[src/rtl/sample_playback_ctrl.sv]
// Small generic FIFO: head visible combinationally (zero read latency), synchronous flush.
// Backpressure: a write into a full FIFO is dropped unless a read frees a slot in the same cycle.
module fifo #(
  parameter int W     = 1,
  parameter int DEPTH = 2,
  parameter int CW    = $clog2(DEPTH + 1)
) (
  input  logic          clk,
  input  logic          rst,
  input  logic          flush,
  input  logic          wr_vld,
  input  logic [W-1:0]  wr_dat,
  input  logic          rd_rdy,
  output logic          rd_vld,
  output logic [W-1:0]  rd_dat,
  output logic [CW-1:0] count
);
  localparam int PW = (DEPTH > 1) ? $clog2(DEPTH) : 1;

  logic [W-1:0]  mem [DEPTH];
  logic [PW-1:0] wr_ptr;
  logic [PW-1:0] rd_ptr;
  logic          wr_fire;
  logic          rd_fire;

  assign rd_vld  = (count != '0);
  assign rd_fire = rd_vld & rd_rdy;
  assign wr_fire = wr_vld & ((count != CW'(DEPTH)) | rd_fire);
  assign rd_dat  = mem[rd_ptr];

  always_ff @(posedge clk) begin
    if (wr_fire && !flush) mem[wr_ptr] <= wr_dat;
  end

  // Pointers wrap by overflow, so DEPTH must be a power of two.
  always_ff @(posedge clk) begin
    if (rst || flush) begin
      wr_ptr <= '0;
      rd_ptr <= '0;
      count  <= '0;
    end else begin
      if (wr_fire) wr_ptr <= wr_ptr + PW'(1);
      if (rd_fire) rd_ptr <= rd_ptr + PW'(1);
      count <= count + CW'(wr_fire) - CW'(rd_fire);
    end
  end
endmodule

// Streams base_addr..base_addr+length-1 (mod DEPTH) from a 1-bit RAM; first sample two cycles after start.
// Backpressure: reads are issued only while FIFO + in-flight stays within 2, so a stall never drops data.
module sample_playback_ctrl #(
  parameter int ADDR_W = 25,
  parameter int DEPTH  = 16000000,
  parameter int WRAP_W = 16
) (
  input  logic              clk,
  input  logic              rst,
  input  logic              start,
  input  logic              stop,
  input  logic              loop_en,
  input  logic [ADDR_W-1:0] base_addr,
  input  logic [ADDR_W-1:0] length,
  output logic [ADDR_W-1:0] ram_addr,
  input  logic              ram_data,
  output logic              sample_out,
  output logic              sample_valid,
  input  logic              sample_ready,
  output logic              busy,
  output logic              done,
  output logic [WRAP_W-1:0] wrap_cnt
);
  localparam logic [ADDR_W:0]   DEPTH_W  = (ADDR_W + 1)'(DEPTH);
  localparam logic [ADDR_W-1:0] DEPTH_LO = ADDR_W'(DEPTH);

  typedef enum logic [1:0] {IDLE, RUN, DRAIN} state_t;

  state_t            state, state_nxt;
  logic [ADDR_W-1:0] base_q, len_q;
  logic [ADDR_W-1:0] idx, idx_nxt;
  logic [ADDR_W-1:0] ram_addr_nxt;
  logic              inflight, inflight_nxt;
  logic              done_nxt;
  logic [WRAP_W-1:0] wrap_nxt;

  logic [ADDR_W-1:0] cur_base, cur_len, cur_idx;
  logic [ADDR_W:0]   addr_sum;
  logic [ADDR_W-1:0] addr_calc;
  logic              last;
  logic              issue, capture, flush;
  logic              pop;
  logic [1:0]        fifo_cnt;
  logic              fifo_head;
  logic [2:0]        pending;

  // The accepting start cycle issues index 0 straight from the live inputs.
  assign cur_base  = (state == IDLE) ? base_addr : base_q;
  assign cur_len   = (state == IDLE) ? length    : len_q;
  assign cur_idx   = (state == IDLE) ? '0        : idx;
  assign addr_sum  = {1'b0, cur_base} + {1'b0, cur_idx};
  assign addr_calc = cur_base + cur_idx - ((addr_sum >= DEPTH_W) ? DEPTH_LO : '0);
  assign last      = (cur_idx == cur_len - ADDR_W'(1));

  assign pop        = sample_valid & sample_ready;
  assign pending    = {1'b0, fifo_cnt} + {2'b00, inflight} - {2'b00, pop};
  assign busy       = (state != IDLE);
  assign sample_out = sample_valid & fifo_head;

  always_comb begin
    state_nxt    = state;
    idx_nxt      = idx;
    ram_addr_nxt = ram_addr;
    inflight_nxt = 1'b0;
    done_nxt     = 1'b0;
    wrap_nxt     = wrap_cnt;
    issue        = 1'b0;
    capture      = 1'b0;
    flush        = 1'b0;
    case (state)
      IDLE: begin
        if (start) begin
          capture  = 1'b1;
          wrap_nxt = '0;
          if (length == '0) begin
            done_nxt = 1'b1;
          end else begin
            issue     = 1'b1;
            state_nxt = RUN;
          end
        end
      end
      RUN: begin
        if (stop) begin
          flush     = 1'b1;
          idx_nxt   = '0;
          state_nxt = IDLE;
        end else if (pending < 3'd2) begin
          issue = 1'b1;
        end
      end
      DRAIN: begin
        if (stop) begin
          flush     = 1'b1;
          idx_nxt   = '0;
          state_nxt = IDLE;
        end else if (pending == 3'd0) begin
          state_nxt = IDLE;
          done_nxt  = 1'b1;
        end
      end
      default: state_nxt = IDLE;
    endcase

    if (issue) begin
      ram_addr_nxt = addr_calc;
      inflight_nxt = 1'b1;
      if (last) begin
        idx_nxt = '0;
        if (loop_en) begin
          if (wrap_nxt != '1) wrap_nxt = wrap_nxt + WRAP_W'(1);
        end else begin
          state_nxt = DRAIN;
        end
      end else begin
        idx_nxt = cur_idx + ADDR_W'(1);
      end
    end
  end

  always_ff @(posedge clk) begin
    if (rst) begin
      state    <= IDLE;
      ram_addr <= '0;
      idx      <= '0;
      inflight <= 1'b0;
      done     <= 1'b0;
      wrap_cnt <= '0;
      base_q   <= '0;
      len_q    <= '0;
    end else begin
      state    <= state_nxt;
      ram_addr <= ram_addr_nxt;
      idx      <= idx_nxt;
      inflight <= inflight_nxt;
      done     <= done_nxt;
      wrap_cnt <= wrap_nxt;
      if (capture) begin
        base_q <= base_addr;
        len_q  <= length;
      end
    end
  end

  fifo #(
    .W     (1),
    .DEPTH (2)
  ) u_fifo (
    .clk    (clk),
    .rst    (rst),
    .flush  (flush),
    .wr_vld (inflight & ~flush),
    .wr_dat (ram_data),
    .rd_rdy (sample_ready),
    .rd_vld (sample_valid),
    .rd_dat (fifo_head),
    .count  (fifo_cnt)
  );
endmodule

[config.mk]
export PLATFORM = sky130hd
export DESIGN_NAME = sample_playback_ctrl
export DESIGN_NICKNAME = d
export VERILOG_FILES = /design/src/rtl/sample_playback_ctrl.sv
export SDC_FILE = /design/constraint.sdc
export NUM_CORES = 1
export LEC_CHECK = 0
export CAP_MARGIN = 25
export CORE_ASPECT_RATIO = 0.75
export CORE_MARGIN = 5
export CORE_UTILIZATION = 59
export DETAILED_ROUTE_END_ITERATION = 8
export PLACE_DENSITY = 0.82
export SYNTH_ARGS = -nofsm -noshare
export SYNTH_HDL_FRONTEND = slang
export SYNTH_SLANG_ARGS = --single-unit
[constraint.sdc]
create_clock -name clk -period 10.4 [get_ports clk]
set_input_delay 3.12 -clock clk [delete_from_list [all_inputs] [get_ports clk]]
set_output_delay 3.12 -clock clk [all_outputs]
set_load 0.05 [all_outputs]
Word level (Yosys, flattened, before mapping)
Memories as Yosys holds them, arrays and structs flattened. A register that Yosys moved wholly into a read port is not among the register bits. Index checks and enable logic that the tools add are counted.

Register bits: 124. RAM bits: 2. Bits of input ports: 57. Output and inout port bits: 45. Logic and storage cells: 91. Memories: 1.

Add/subtract/negate cells: 12. $lt $le $gt $ge: 2. Equality and inequality tests: 5. Mux-type cells: 42. Bitwise operators: 6. Reductions and logical operators: 12.

Memories: u_fifo.mem (words 2, width 1, rd ports 1, clocked after memory_dff 1, wr ports 1, line 20) `logic [W-1:0] mem [DEPTH];`.

Operators with widths (count): 2-to-1 mux 25 bit (7); 2-to-1 mux 16 bit (6); adder 25 x 25 -> 26 bit (1); greater-or-equal comparator 26 x 24 -> 1 bit, second input constant (1); adder 25 x 1 -> 25 bit, second input constant (1); adder 25 bit (1); == test 25 bit (1); logical NOT 25 bit (1); subtractor 25 x 1 -> 25 bit, second input constant (1); subtractor 25 x 24 -> 25 bit (1); 2-to-1 mux 24 bit (1); 2-to-1 mux 1 bit (17); adder 16 x 1 -> 16 bit, second input constant (1); 2-to-1 mux 2 bit (8); inequality test 16 bit, second input constant (1); nonzero test 2 bit (4); case mux 2 bit (3 select lines) (1); bitwise AND 1 bit (4); case mux 1 bit (2 select lines) (2); adder 2 x 1 -> 3 bit (1); logical NOT 3 bit (1); < comparator 3 x 2 -> 1 bit, second input constant (1); subtractor 3 x 1 -> 3 bit (1); adder 1 bit, second input constant (2); 13 further kinds (13).

Longest topological paths before layout
Gate-level depths: netlist of run 1.

Word-level depth: 10. Mapped depth: 38. Gate-level depth less buffers: 31.

Hierarchy
From an unflattened synthesis of run 1, not the netlist that was laid out.

Cell total of the unflattened synthesis: 1338. Area total of the unflattened synthesis: 10025.9 µm².

By module, submodules not included: sample_playback_ctrl (instances 1, cells an instance 1310, area each 9701.8 µm², sequential area each 2402.3 µm²); fifo (instances 1, cells an instance 28, area each 324.1 µm², sequential area each 160.2 µm²).

Worst setup path before layout of run 1
No wires, ideal clock.

Path type: input port to flip-flop. Start point: input base_addr[18]. End point: register ram_addr[24]. Setup time: 126 ps. Data arrival time: 8960 ps. Data required time: 10274 ps. Slack: 1313 ps. Stages on the path: 28. Buffers on the path: 2. Cell sequence: mux2_2 > ha_1 > clkbuf_1 > a21o_1 > a31oi_1 > nor2b_1 > nor4_1 > o211ai_1 > a2111oi_0 > or4b_1 > a2111oi_1 > and2_1 > a2111oi_4 > buf_2 > xor2_1 > ha_1 > ha_1 > a211oi_1 > nand2_1 > o2111ai_1 > a21oi_1 > o21a_1 > o31ai_1 > a21oi_1 > a211oi_1 > nor4bb_1 > a221oi_1 > nand3_1.

Cells in the longest elaborated chain, start to end: 5. Elaborated cells on any way between the ends: 6. Classes of those cells: add/sub: 3; order compare: 1; mux: 2.

Ends and longest elaborated chain: from (decl) (line 61) `input logic [ADDR_W-1:0] base_addr,`; 2-to-1 mux 25 bit (*) (line 96) `assign cur_base = (state == IDLE) ? base_addr : base_q;`; adder 25 x 25 -> 26 bit (line 99) `assign addr_sum = {1'b0, cur_base} + {1'b0, cur_idx};`; greater-or-equal comparator 26 x 24 -> 1 bit (line 100) `assign addr_calc = cur_base + cur_idx - ((addr_sum >= DEPTH_W) ? DEPTH_LO : '0);`; 2-to-1 mux 24 bit (line 100); subtractor 25 x 24 -> 25 bit (*) (line 100); to (signal assigned) (line 181) `ram_addr <= ram_addr_nxt;`; to (decl) (line 63) `output logic [ADDR_W-1:0] ram_addr,`.

Mark *: on every way between the ends. The rest lies on a longest branch, timed or not. A chain may end at the register's enable or synchronous reset.

Worst setup path after layout of run 1
Same ends and word-level chain as after synthesis.

==> impl_metrics.env, run 1 <==
export IMPL_crit_fanout=9
export IMPL_clk_latency_ns=0.43
export IMPL_worst_pin_slew_ns=1.01
export IMPL_clock_path_buffers=2
export IMPL_critPathRequiredTime_ns=10.78
export IMPL_synthTopCellsByArea="dfxtp_1 (25%), ha_1 (9.4%), nand2_1 (7.9%)"
export IMPL_fin_setup_tns_ns=0
export IMPL_yosys_area_top_type_share_pct=25.1
export IMPL_grt_pass1_wl_um=46800
export IMPL_wl_per_cell_um=18.1
export IMPL_vias=10200
export IMPL_area_growth_pct=17.2
export IMPL_async_reset_ff_share_pct=0
export IMPL_synth_top_flop_cell="dfxtp_1"
export IMPL_antenna_found_initial=0
export IMPL_drt_initial_drc_count=987
export IMPL_synth_edff_count=2
export IMPL_synth_cells=1335
export IMPL_pwr_share_comb_pct=36.1
export IMPL_finalCritPeriodShare_pct=92.9
export IMPL_pre_cts_slack_ns=0.507
export IMPL_routed_wl_um=29600
export IMPL_ff_latch_area_sq_mm=0.00256
export IMPL_yosys_warnings=0
export IMPL_fin_area_sq_mm=0.0117
export IMPL_dp_hpwl_um=21100
export IMPL_p_leak_nw=4.89
export IMPL_slew_violations=0
export IMPL_final_nets=1537
export IMPL_vdd_drop_max_mv=0.0896
export IMPL_avgSynthCellArea_sq_um=7.47
export IMPL_p_switching_w=0.000689
export IMPL_netSwitchingFraction_pct=37.7
export IMPL_fp_row_count=41
export IMPL_gp_congestion=1.02
export IMPL_cp_start_kind="input port"
export IMPL_end_kind="register"
export IMPL_postCtsSetupBuffers=0
export IMPL_pwr_share_clk_pct=33.2
export IMPL_period_needed_ns=9.67
export IMPL_synthesis_area_sq_mm=0.00997
export IMPL_grt_overflow=0
export IMPL_cp_arrival_ns=10.04
export IMPL_ios=102
export IMPL_finalHoldViolCount=0
export IMPL_cts_hold_fix_buffers=0
export IMPL_clkSinkCount=127
export IMPL_multi_input_area_sq_mm=0.00684
export IMPL_ys_seq_elements=127
export IMPL_timing_fmax_mhz=103
export IMPL_dieHeight_um=123
export IMPL_fin_skew_ns=0.0123
export IMPL_grt_max_degree=90
export IMPL_synth_top_cell_by_area="dfxtp_1"
export IMPL_synth_cell_types=77
export IMPL_numCtsBuffers=17
export IMPL_start_util_pct=59.6
export IMPL_dieArea_sq_mm=0.0196
export IMPL_rsz0062_at_grt="no"
export IMPL_ys_seq_area_share_pct=25.7
export IMPL_cts_tree="built"
export IMPL_fill_cells=1440
export IMPL_cts_max_level=4
export IMPL_relSlewSlack_pct=33.0
export IMPL_hp_class="register to register"
export IMPL_setup_viol=0
export IMPL_clk_pin_slew_worst_paths_ns=0.07
export IMPL_drtAntennaViolNets=0
export IMPL_whs_ns=0.448
export IMPL_ctsResizeCount=0
export IMPL_dpl_cell_area_sq_mm=0.0111
export IMPL_clockRootBuffer="clkbuf_16"
export IMPL_p_int_w=0.00114
export IMPL_status="completed"
export IMPL_first_global_vias=9320
export IMPL_io_buffers=101
export IMPL_max_cap_violations=0
export IMPL_drt_first_pass_iters=6
export IMPL_die_x_um=160
export IMPL_p_seq_share_pct=30.8
export IMPL_drc=0
export IMPL_crit_type="input port to register"
export IMPL_antenna_cells=0
export IMPL_drive_gt1_share_pct=5.93
export IMPL_grt_usage_pct=29.0
export IMPL_synth_nets=1468
export IMPL_vias_per_cell=6.23
export IMPL_core_sq_mm=0.0167
export IMPL_setup_slack_ns=0.734
export IMPL_power_density_mw_per_mm2=156
[logic make-up after synthesis]
family | Yosys count | share of synthesized area [%]
mux | 40 | 4.24
compound gates | 349 | 22.4
xor+xnor | 80 | 7.02
simple gates | 513 | 25.1
fa+ha+maj | 76 | 9.61
flops | 127 | 25.7
buf+inv | 150 | 5.92
[worst max-delay path, stage by stage]
cell	delay, ns
clkdlybuf4s50_1	0.42
mux2_2	0.31
ha_1	0.43
a21o_1	0.27
a31oi_1	0.26
nor2b_1	0.09
nor4_1	0.42
o211ai_1	0.16
a2111oi_0	0.37
or4b_1	0.48
a2111oi_1	0.43
and2_1	0.24
a2111oi_4	0.09
xor2_1	0.20
ha_1	0.30
ha_1	0.35
a211oi_1	0.31
nand2_1	0.13
o2111ai_1	0.21
a21oi_1	0.10
o21a_1	0.18
o31ai_1	0.11
a21oi_1	0.16
a211oi_1	0.25
buf_4	0.18
nand3_1	0.08
mux2_2	0.30
nand3_1	0.08
[worst paths after layout]
kind	start	endpoint	slack, ns	cells after the start
setup / recovery	base_addr[18]	ram_addr[24]$_SDFFE_PP0P_	0.73	28
hold reg to reg	ram_addr[0]$_SDFFE_PP0P_	ram_addr[0]$_SDFFE_PP0P_	0.45	2
setup reg to reg	state[0]$_SDFF_PP0_	ram_addr[24]$_SDFFE_PP0P_	2.25	30
hold / removal	ram_addr[0]$_SDFFE_PP0P_	ram_addr[0]$_SDFFE_PP0P_	0.45	2
[registers in the layout (all words and copies together), names as in the netlist, named ones only]
signal and flops:
inflight 1, len_q 25, idx 25, u_fifo.wr_ptr 1, u_fifo.rd_ptr 1, u_fifo.mem 2
done 1, u_fifo.count 2, wrap_cnt 16, state 2, ram_addr 25, base_q 25
[Yosys cell counts (5+ instances only)]
cell and number:
mux2i_1 22, o31ai_1 7, o21a_1 12, buf_1 6, nor2b_1 18, nand2_1 209
ha_1 75, and2_1 18, a22o_1 5, mux2_2 18, inv_1 85, a22oi_1 5
nand4_1 18, a21o_1 18, nor4_1 11, nand3b_1 5, or3_1 17, a31oi_1 9
o21ai_0 69, a21oi_1 132, buf_2 9, nor3_1 31, a32o_1 15, clkbuf_1 45
a31o_2 6, nand3_1 35, xor2_1 28, or4_1 6, nor3b_1 6, a211oi_1 10
nor2_1 76, o2111ai_1 5, nand2b_1 12, and3_1 27, xnor2_1 52, dfxtp_1 125
nor4bb_1 5, o211ai_1 9
[layout make-up]
| cell class | instances | share of cell area, % |
|---|---|---|
| timing repair buffer | 114 | 9.44 |
| inverter | 86 | 2.76 |
| multi-input combinational | 1058 | 58.5 |
| tap | 215 | 2.30 |
| sequential | 127 | 21.9 |
| clock inverter | 13 | 1.08 |
| clock buffer | 19 | 3.97 |
[routing by layer]
| metal | global-route usage [%] | routed length [um] | vias to the layer above |
|---|---|---|---|
| met3 | 7.18 | 2480 | 50 |
| met2 | 46.2 | 13200 | 453 |
| met5 | 0 | 0 | - |
| met1 | 39.2 | 13300 | 4770 |
| li1 | - | - | 4893 |
| met4 | 8.49 | 608 | 0 |
[through the flow]
step	util [%]	power, W	cells
finish	69.9	0.00183	1632
detailed placement	66.4	0.00121	1600
floorplan	-	0.00103	1335
global placement	66.4	0.00120	1600
global route	69.9	0.00191	1632
CTS	69.9	0.00182	1632
[power groups by stage]
stage / sequential [W] / clock [W] / combinational, W
after floorplan: 0.000646 / 0 / 0.000385
after global placement: 0.000570 / 0 / 0.000628
after detailed placement: 0.000572 / 0 / 0.000642
after CTS: 0.000562 / 0.000609 / 0.000651
after global routing: 0.000568 / 0.000630 / 0.000710
final: 0.000562 / 0.000606 / 0.000659
[cells in the final DEF, fill, tap and decap left out, types with 9 or more instances in the layout]
master,count
nand3_1,35
nand2b_1,12
dfxtp_1,125
xor2_1,28
and3_1,27
ha_1,74
a21oi_1,132
a21o_1,18
o21a_1,12
a32o_1,15
o21ai_0,69
nand2_1,208
mux2_2,18
a211oi_1,10
nand4_1,18
nor3_1,31
buf_4,13
xnor2_1,52
nor2b_1,18
clkbuf_16,18
and2_1,17
a31oi_1,9
inv_1,85
nor4_1,11
o211ai_1,9
clkdlybuf4s50_1,100
mux2i_1,22
or3_1,17
nor2_1,75
Power figures use the tool's default switching activity.
==> run 2, diff against run 1 <==
Settings changed: ABC_CLOCK_PERIOD_IN_PS from default to 10400.
==> results of run 2 <==
Same layout as run 1: the final DEF is identical, and so are final timing and power.
==> run 3, diff against run 2 <==
Settings changed: CORE_MARGIN 5 to default.
==> impl_metrics.env, run 3 (synthesized netlist as in run 1, its figures left out) <==
export IMPL_most_common_layout_cells="nand2_1 (208), a21oi_1 (132), dfxtp_1 (125)"
export IMPL_finalHoldViolCount=0
export IMPL_cp_slowest_stage_delay_ns=0.96
export IMPL_postCtsSetupBuffers=0
export IMPL_wl_per_cell_um=17.1
export IMPL_relSlewSlack_pct=28.1
export IMPL_dieArea_sq_mm=0.0174
export IMPL_critPathRequiredTime_ns=10.77
export IMPL_core_sq_mm=0.0163
export IMPL_violations="DRC"
export IMPL_first_global_vias=9106
export IMPL_dp_hpwl_um=20100
export IMPL_power_density_mw_per_mm2=160
export IMPL_area_growth_pct=17.8
export IMPL_pwr_share_comb_pct=34.4
export IMPL_p_seq_share_pct=29.9
export IMPL_grt_pass1_wl_um=45000
export IMPL_timing_fmax_mhz=102
export IMPL_io_buffers=101
export IMPL_r2r_setup_slack_ns=2.16
export IMPL_grt_max_degree=89
export IMPL_drt_first_pass_iters=8
export IMPL_drt_initial_drc_count=904
export IMPL_cp_slowest_cell="a2111oi_4"
export IMPL_fp_row_count=40
export IMPL_crit_type="input port to register"
export IMPL_final_nets=1536
export IMPL_status="finished, violations left"
export IMPL_vdd_drop_max_mv=0.126
export IMPL_instances_no_fill=1626
export IMPL_slew_violations=0
export IMPL_start_util_pct=61.3
export IMPL_clkSinkCount=127
export IMPL_cp_arrival_ns=10.17
export IMPL_ctsResizeCount=0
export IMPL_drive_gt1_share_pct=5.86
export IMPL_clockRootBuffer="clkbuf_16"
export IMPL_p_switching_w=0.000675
export IMPL_clock_path_buffers=2
export IMPL_max_cap_violations=0
export IMPL_rsz0062_at_grt="no"
export IMPL_routed_wl_um=27800
export IMPL_finalCritPeriodShare_pct=94.3
export IMPL_gp_congestion=0.973
export IMPL_clk_pin_slew_worst_paths_ns=0.06
export IMPL_grt_usage_pct=31.9
export IMPL_cts_tree="built"
export IMPL_cts_hold_fix_buffers=0
export IMPL_setup_viol=0
export IMPL_vias_per_cell=6.14
export IMPL_drc=14
export IMPL_crit_fanout=13
export IMPL_antenna_found_initial=0
export IMPL_cp_start_kind="input port"
export IMPL_end_kind="register"
export IMPL_drtAntennaViolNets=0
export IMPL_p_leak_nw=4.92
export IMPL_dieHeight_um=115
export IMPL_fin_setup_tns_ns=0
export IMPL_grt_overflow=0
export IMPL_clk_latency_ns=0.42
export IMPL_numCtsBuffers=17
export IMPL_ios=102
export IMPL_cts_max_level=4
export IMPL_whs_ns=0.452
export IMPL_hp_class="register to register"
export IMPL_final_util_pct=72.2
export IMPL_pwr_share_clk_pct=35.7
export IMPL_period_needed_ns=9.81
export IMPL_dp_cells=1593
export IMPL_p_int_w=0.00120
export IMPL_worst_pin_slew_ns=1.08
export IMPL_die_x_um=152
export IMPL_layout_commonest_cell="nand2_1"
export IMPL_fin_skew_ns=0.00769
export IMPL_netSwitchingFraction_pct=35.9
export IMPL_antenna_cells=0
export IMPL_vias=9977
-- run 3: cell count changes in the layout (fill, tap and decap cells not counted), sizes merged --
cell	before	now
bufinv	1	4
clkinvlp	4	2
buf	14	13
clkbuf	19	18
-- run 3: layout make-up --
cell class | count | area (sq um)
Clock inverter | 14 | 204
Tap cell | 210 | 263
Multi-Input combinational cell | 1058 | 6840
Inverter | 86 | 323
Fill cell | 1340 | 4510
Clock buffer | 18 | 450
Sequential cell | 127 | 2560
Timing Repair Buffer | 113 | 1110
-- run 3: metal layers --
layer  GRT usage, %  vias up  share of wire [%]
met5              0        -                  0
met4           11.1        0                1.9
met3           6.70       53                8.2
met2           50.5      380                 44
met1           43.1     4646                 46
li1               -     4898                  -
-- run 3: worst max-delay path: cells and delay by family --
| family | cells | cell delay (ns) |
|---|---|---|
| adders and majority gates | 3 | 1.01 |
| AOI/OAI and AO/OA | 11 | 2.85 |
| buffers and inverters | 4 | 0.89 |
| muxes | 2 | 0.47 |
| and+or+nand+nor | 8 | 1.45 |
| xor gates and xnor gates | 2 | 0.36 |
-- run 3: final timing paths --
path	start	depth (start not counted)	end
max reg2reg	state[0]$_SDFF_PP0_	31	ram_addr[24]$_SDFFE_PP0P_
min reg2reg	ram_addr[22]$_SDFFE_PP0P_	2	ram_addr[22]$_SDFFE_PP0P_
min	ram_addr[22]$_SDFFE_PP0P_	2	ram_addr[22]$_SDFFE_PP0P_
max	base_addr[5]	30	ram_addr[24]$_SDFFE_PP0P_
-- run 3: through the flow --
step                worst slack (ns)  instance area [sq um]  total power (W)
CTS                            0.740                  11700          0.00188
finish                         0.594                  11800          0.00188
global placement               0.540                  11100          0.00119
detailed placement             0.323                  11100          0.00121
floorplan                       1.31                   9970          0.00103
global route                  0.0842                  11800          0.00197
-- run 3: power by group through the flow --
stage	combinational, W	clock [W]	sequential [W]
final	0.000647	0.000671	0.000561
after global routing	0.000705	0.000699	0.000567
after CTS	0.000641	0.000674	0.000561
after detailed placement	0.000635	0	0.000571
after global placement	0.000626	0	0.000569
after floorplan	0.000385	0	0.000646
